## config.mk

```make
export PLATFORM = sky130hd
export DESIGN_NAME = axis_packet_fifo
export DESIGN_NICKNAME = d
export VERILOG_FILES = /design/src/rtl/axis_packet_fifo.sv
export SDC_FILE = /design/constraint.sdc
export NUM_CORES = 2
export LEC_CHECK = 0
export ABC_AREA = 1
export CORE_MARGIN = 1.5
export CORE_UTILIZATION = 30
export CTS_BUF_LIST = sky130_fd_sc_hd__clkbuf_2
export CTS_CLUSTER_SIZE = 8
export DETAILED_ROUTE_END_ITERATION = 12
export DONT_BUFFER_PORTS = 1
export PLACE_DENSITY = 0.5
export SLEW_MARGIN = 0
export SYNTH_ARGS = -nofsm -noshare
export SYNTH_HDL_FRONTEND = slang
export SYNTH_SLANG_ARGS = --single-unit
```

## constraint.sdc

```tcl
create_clock -name clk -period 5.2 [get_ports clk]
set_clock_uncertainty 0.2 [all_clocks]
set_input_delay 1.04 -clock clk [delete_from_list [all_inputs] [get_ports clk]]
set_output_delay 1.04 -clock clk [all_outputs]
set_load 0.02 [all_outputs]
```

## src/rtl/axis_packet_fifo.sv

```systemverilog
// AXI-Stream FIFO with cut-through or store-and-forward packet mode.
// Packets longer than the storage are rewound and drained instead of stalling.
module axis_packet_fifo #(
  parameter int AXIS_BYTES        = 1,
  parameter int AXIS_USER_BITS    = 1,
  parameter int LOG2_DEPTH        = 8,
  parameter int PACKET_MODE       = 1,
  parameter int ALMOST_FULL_LEVEL = 2**LOG2_DEPTH - 2
) (
  input  logic                      clk,
  input  logic                      sresetn,
  input  logic                      axis_i_tvalid,
  output logic                      axis_i_tready,
  input  logic [8*AXIS_BYTES-1:0]   axis_i_tdata,
  input  logic [AXIS_USER_BITS-1:0] axis_i_tuser,
  input  logic                      axis_i_tlast,
  output logic                      axis_o_tvalid,
  input  logic                      axis_o_tready,
  output logic [8*AXIS_BYTES-1:0]   axis_o_tdata,
  output logic [AXIS_USER_BITS-1:0] axis_o_tuser,
  output logic                      axis_o_tlast,
  output logic [LOG2_DEPTH:0]       fill_level_o,
  output logic                      almost_full_o,
  output logic                      drop_o
);

  localparam int DEPTH = 2**LOG2_DEPTH;
  localparam int PW    = LOG2_DEPTH + 1;
  localparam int DW    = 8*AXIS_BYTES;
  localparam int EW    = 1 + DW + AXIS_USER_BITS;
  localparam logic [PW-1:0] DEPTH_P = PW'(DEPTH);
  localparam logic [PW-1:0] LAST_P  = PW'(DEPTH - 1);
  localparam logic [PW-1:0] AF_P    = PW'(ALMOST_FULL_LEVEL);

  typedef enum logic {WRITE, DROP} state_t;

  state_t        state;
  logic [PW-1:0] wr_ptr, commit_ptr, rd_ptr;
  logic [PW-1:0] wr_nxt, commit_nxt, rd_nxt, fill_nxt;
  logic [EW-1:0] mem [DEPTH];
  logic          full, accept, oversize, wr_en, rd_en;

  assign full          = (wr_ptr - rd_ptr) == DEPTH_P;
  assign axis_i_tready = (state == DROP) || !full;
  assign accept        = axis_i_tvalid && axis_i_tready;

  // A non-last beat arriving when the open packet already fills all but
  // one slot can never be committed, so the packet is abandoned.
  assign oversize = (PACKET_MODE != 0) && (state == WRITE) && accept &&
                    !axis_i_tlast && ((wr_ptr - commit_ptr) == LAST_P);
  assign wr_en    = (state == WRITE) && accept && !oversize;
  assign rd_en    = (commit_ptr != rd_ptr) &&
                    (!axis_o_tvalid || axis_o_tready);

  always_comb begin
    wr_nxt = wr_ptr;
    if (oversize)
      wr_nxt = commit_ptr;
    else if (wr_en)
      wr_nxt = wr_ptr + PW'(1);
  end

  always_comb begin
    commit_nxt = commit_ptr;
    if (PACKET_MODE == 0)
      commit_nxt = wr_nxt;
    else if (wr_en && axis_i_tlast)
      commit_nxt = wr_ptr + PW'(1);
  end

  assign rd_nxt   = rd_en ? rd_ptr + PW'(1) : rd_ptr;
  assign fill_nxt = wr_nxt - rd_nxt;

  always_ff @(posedge clk or negedge sresetn) begin
    if (!sresetn) begin
      state         <= WRITE;
      wr_ptr        <= '0;
      commit_ptr    <= '0;
      rd_ptr        <= '0;
      fill_level_o  <= '0;
      almost_full_o <= 1'b0;
      drop_o        <= 1'b0;
      axis_o_tvalid <= 1'b0;
      axis_o_tdata  <= '0;
      axis_o_tuser  <= '0;
      axis_o_tlast  <= 1'b0;
    end else begin
      wr_ptr        <= wr_nxt;
      commit_ptr    <= commit_nxt;
      rd_ptr        <= rd_nxt;
      fill_level_o  <= fill_nxt;
      almost_full_o <= fill_nxt >= AF_P;
      drop_o        <= oversize;
      case (state)
        WRITE:   if (oversize) state <= DROP;
        DROP:    if (accept && axis_i_tlast) state <= WRITE;
        default: state <= WRITE;
      endcase
      if (rd_en) begin
        {axis_o_tlast, axis_o_tdata, axis_o_tuser} <=
          mem[rd_ptr[LOG2_DEPTH-1:0]];
        axis_o_tvalid <= 1'b1;
      end else if (axis_o_tready) begin
        axis_o_tvalid <= 1'b0;
      end
    end
  end

  always_ff @(posedge clk) begin
    if (wr_en)
      mem[wr_ptr[LOG2_DEPTH-1:0]] <=
        {axis_i_tlast, axis_i_tdata, axis_i_tuser};
  end

endmodule

```

==> flow_summary_export.csv <==
group,metric,value,unit
logic_synthesis,syn_nets,8537,
job,maxCapViolCount,0,
route,wl_per_cell,24.14,µm
setup_path,cp_slowest_cell,"dfrtp_4",
final_layout,final_common_cell,"edfxtp_1",
cts,cts_buffers,677,
sta,final-setup-viol-count,0,
cts,clkLatencyLatePin,2120,ps
logic_synthesis,synth_area_leaders,"edfxtp_1 (73%), nor2_1 (5.6%), o21ai_0 (4.9%)",
setup_path,path_buf_inv,2,
worst_hold_path,worstHoldPathType,"input pin to flip-flop",
setup_path,criticalPathCategory,"flip-flop to output pin",
final_layout,fin_util,34.03,%
pwr,power.total,62.39,mW
route,drt_wl_total,341200,µm
setup_path,crit_top_cell,"nand2_2",
placement,placed_cell_area,0.1122,mm²
final_layout,layout_common_cells,"edfxtp_1 (2,560), nor2_1 (1,577), nand2_1 (1,103), o21ai_0 (1,045), clkbuf_2 (983)",
placement,hpwl,183700,µm
setup_path,crit_arrival,3780,ps
grt,grt_pass1_wl,490600,µm
sta,drv_slew,46,
pwr,ir_worst_vdd,470.3,µV
placement,gp_congestion,0.8512,
sta,fmaxAchievable,199.2,MHz
cts,clock-root-buffer,"clkbuf_2",
cts,numClockSinks,2610,
setup_path,start_kind,"flip-flop",
logic_synthesis,synth_area,0.1059,mm²
sta,timing.final.ws_setup,180.6,ps
setup_path,crit_fanout,4,
cts,clockBufferDepth,4,
grt,grt_util_all_layers,18.58,%
route,drt_iter0_markers,7803,
logic_synthesis,yosysUniqueCellTypes,46,
floorplanning,die-area,0.3564,mm²
floorplanning,die_w,597,µm
setup_path,path_cells,"inv_8, ha_4, or2_4, nand3_1, nand3b_1, nand2_2, nand2_2, nor2_4, nand2_4, buf_8",
placement,io_buffers,0,
route,num_vias,71890,
setup_path,crit_family,"simple AND/OR/NAND/NOR gates",
logic_synthesis,yosysTopAreaCellShare,72.62,%
sta,final.period_utilization,96.53,%
floorplanning,initial_core_util,30.22,%
logic_synthesis,synth_flop_cell,"edfxtp_1",
final_layout,instances_no_fill,14136,
route,remaining_drc_errors,0,
route,dr.pass1.iters,6,
logic_synthesis,synthArstFlopShare,1.916,%
route,via_per_inst,5.086,
placement,placed_cells,12919,
setup_path,crit_path_max_incr_delay,550,ps
placement,place_ws,597.8,ps
grt,grt_max_degree,257,
status,violations,"slew limit",
final_layout,area_growth,12.62,%
cts,clk_pin_slew,100,ps
final_layout,finalInstanceArea,0.1192,mm²
floorplanning,fp.dieH,597,µm
final_layout,fin_nets,9103,
final_layout,drive_gt1_share,16.56,%
logic_synthesis,synth-seq-area-share,73.81,%
logic_synthesis,syn_area_per_cell,12.46,µm²
pwr,powerDensity,523.4,mW/mm²
cts,cts-htree-levels,6,
floorplanning,io_pins,37,
sta,final.setup.tns,0,ps
logic_synthesis,synth-seq-cells,2610,
grt,grt_pass1_vias,70983,
sta,rsz0062_at_grt,"true",
grt,antenna_found_initial,28,
floorplanning,rows,217,
pwr,p_leak,40.21,nW
status,status,"finished with violations",
sta,hold_violations,0,
sta,fin_crit,5019,ps
logic_synthesis,synth_edf_count,2560,
grt,overflow,0,
sta,max_slew.worst_pin.slew,1524,ps
sta,whs,162.7,ps
setup_path,cp.required,3960,ps
cts,cts_tree,"yes",
route,ant_nets,0,
logic_synthesis,synthCells,8492,
floorplanning,core,0.3502,mm²
setup_path,cp-end-kind,"output pin",
sta,relSlewSlack,-1.570,%
logic_synthesis,yosys_warnings,0,
logic_synthesis,yosysTopAreaCell,"edfxtp_1",
==> Yosys cell counts, types with 5 or more instances <==
master    number
nand3_1      340
nand3_4        8
buf_2        206
o21ai_0     1045
nand2_1     1121
edfxtp_1    2560
nor2_1      1583
nand2_2        7
buf_1         37
inv_1        110
inv_2          7
buf_4         68
o211ai_1     172
o221ai_1     101
ha_1          29
clkinv_1      17
dfrtp_1       50
a21oi_1      252
o22ai_1      255
nand4_1       20
clkbuf_1     233
xor2_1        29
buf_6         25
o21ai_1       74
nor4_1         5
nor3_1        76
a211oi_1      29
==> sequential cells by signal, indices dropped and copies added (netlist names) <==
register,flops
almost_full_o,1
axis_o_tdata,8
axis_o_tlast,1
axis_o_tuser,1
axis_o_tvalid,1
commit_ptr,9
drop_o,1
fill_level_o,9
mem,2560
rd_ptr,9
state,1
wr_ptr,9
==> power breakdown <==
part | switching (mW) | leakage (nW) | total (mW) | internal, mW
Sequential | 0.419 | 23.6 | 23.9 | 23.4
Combinational | 18.3 | 12.1 | 24.6 | 6.33
Clock | 8.66 | 4.52 | 13.9 | 5.25
==> kinds of logic after synthesis <==
family	share of synthesized area, %
multiplexers	0.009457
XOR/XNOR	0.2565
adder cells (fa/ha/maj)	0.3806
AND/OR/NAND/NOR	12.00
AO/OA/AOI/OAI	10.36
flip-flops	73.81
buffers and inverters	3.193
==> worst paths after layout <==
check / from / end / slack, ps / cells after the start
worst max-delay path: rd_ptr[2]$_DFF_PN0_ / axis_i_tready / 180 / 10
worst min-delay path: axis_i_tdata[2] / mem[30][3]$_DFFE_PP_ / 160 / 2
worst max register to register: wr_ptr[0]$_DFF_PN0_ / almost_full_o$_DFF_PN0_ / 470 / 28
worst min register to register: commit_ptr[4]$_DFFE_PN0P_ / wr_ptr[4]$_DFF_PN0_ / 350 / 2
max in group asynchronous: sresetn / commit_ptr[4]$_DFFE_PN0P_ / 3920 / 5
min in group asynchronous: sresetn / rd_ptr[8]$_DFF_PN0_ / 420 / 5
==> area by class of cell <==
class,count,area (µm²)
fillers,34952,231000
flip-flops and latches,2610,78140
multi-input cells,5177,24580
well taps,4599,5754
clock buffers,983,4920
repair buffers,458,4284
clock inverters,167,972.2
inverters,134,531.8
diodes,8,20.02
==> per-layer routing <==
| layer | vias to the layer above | wire length (µm) | track usage (%) |
|---|---|---|---|
| li1 | 32376 | - | - |
| met1 | 35940 | 145500 | 25.17 |
| met2 | 2990 | 158000 | 29.53 |
| met3 | 570 | 27260 | 3.775 |
| met4 | 14 | 10310 | 6.552 |
| met5 | - | 102 | 0 |
==> timing repair <==
action                                  4_1_cts  5_1_grt
endpoints found under the hold margin      4696       53
pin swaps                                    11       18
setup buffers                                12        2
hold buffers                                 35        4
resized for setup                            27       21
endpoints found under the setup margin        1        1
Power figures use the tool's default switching activity.
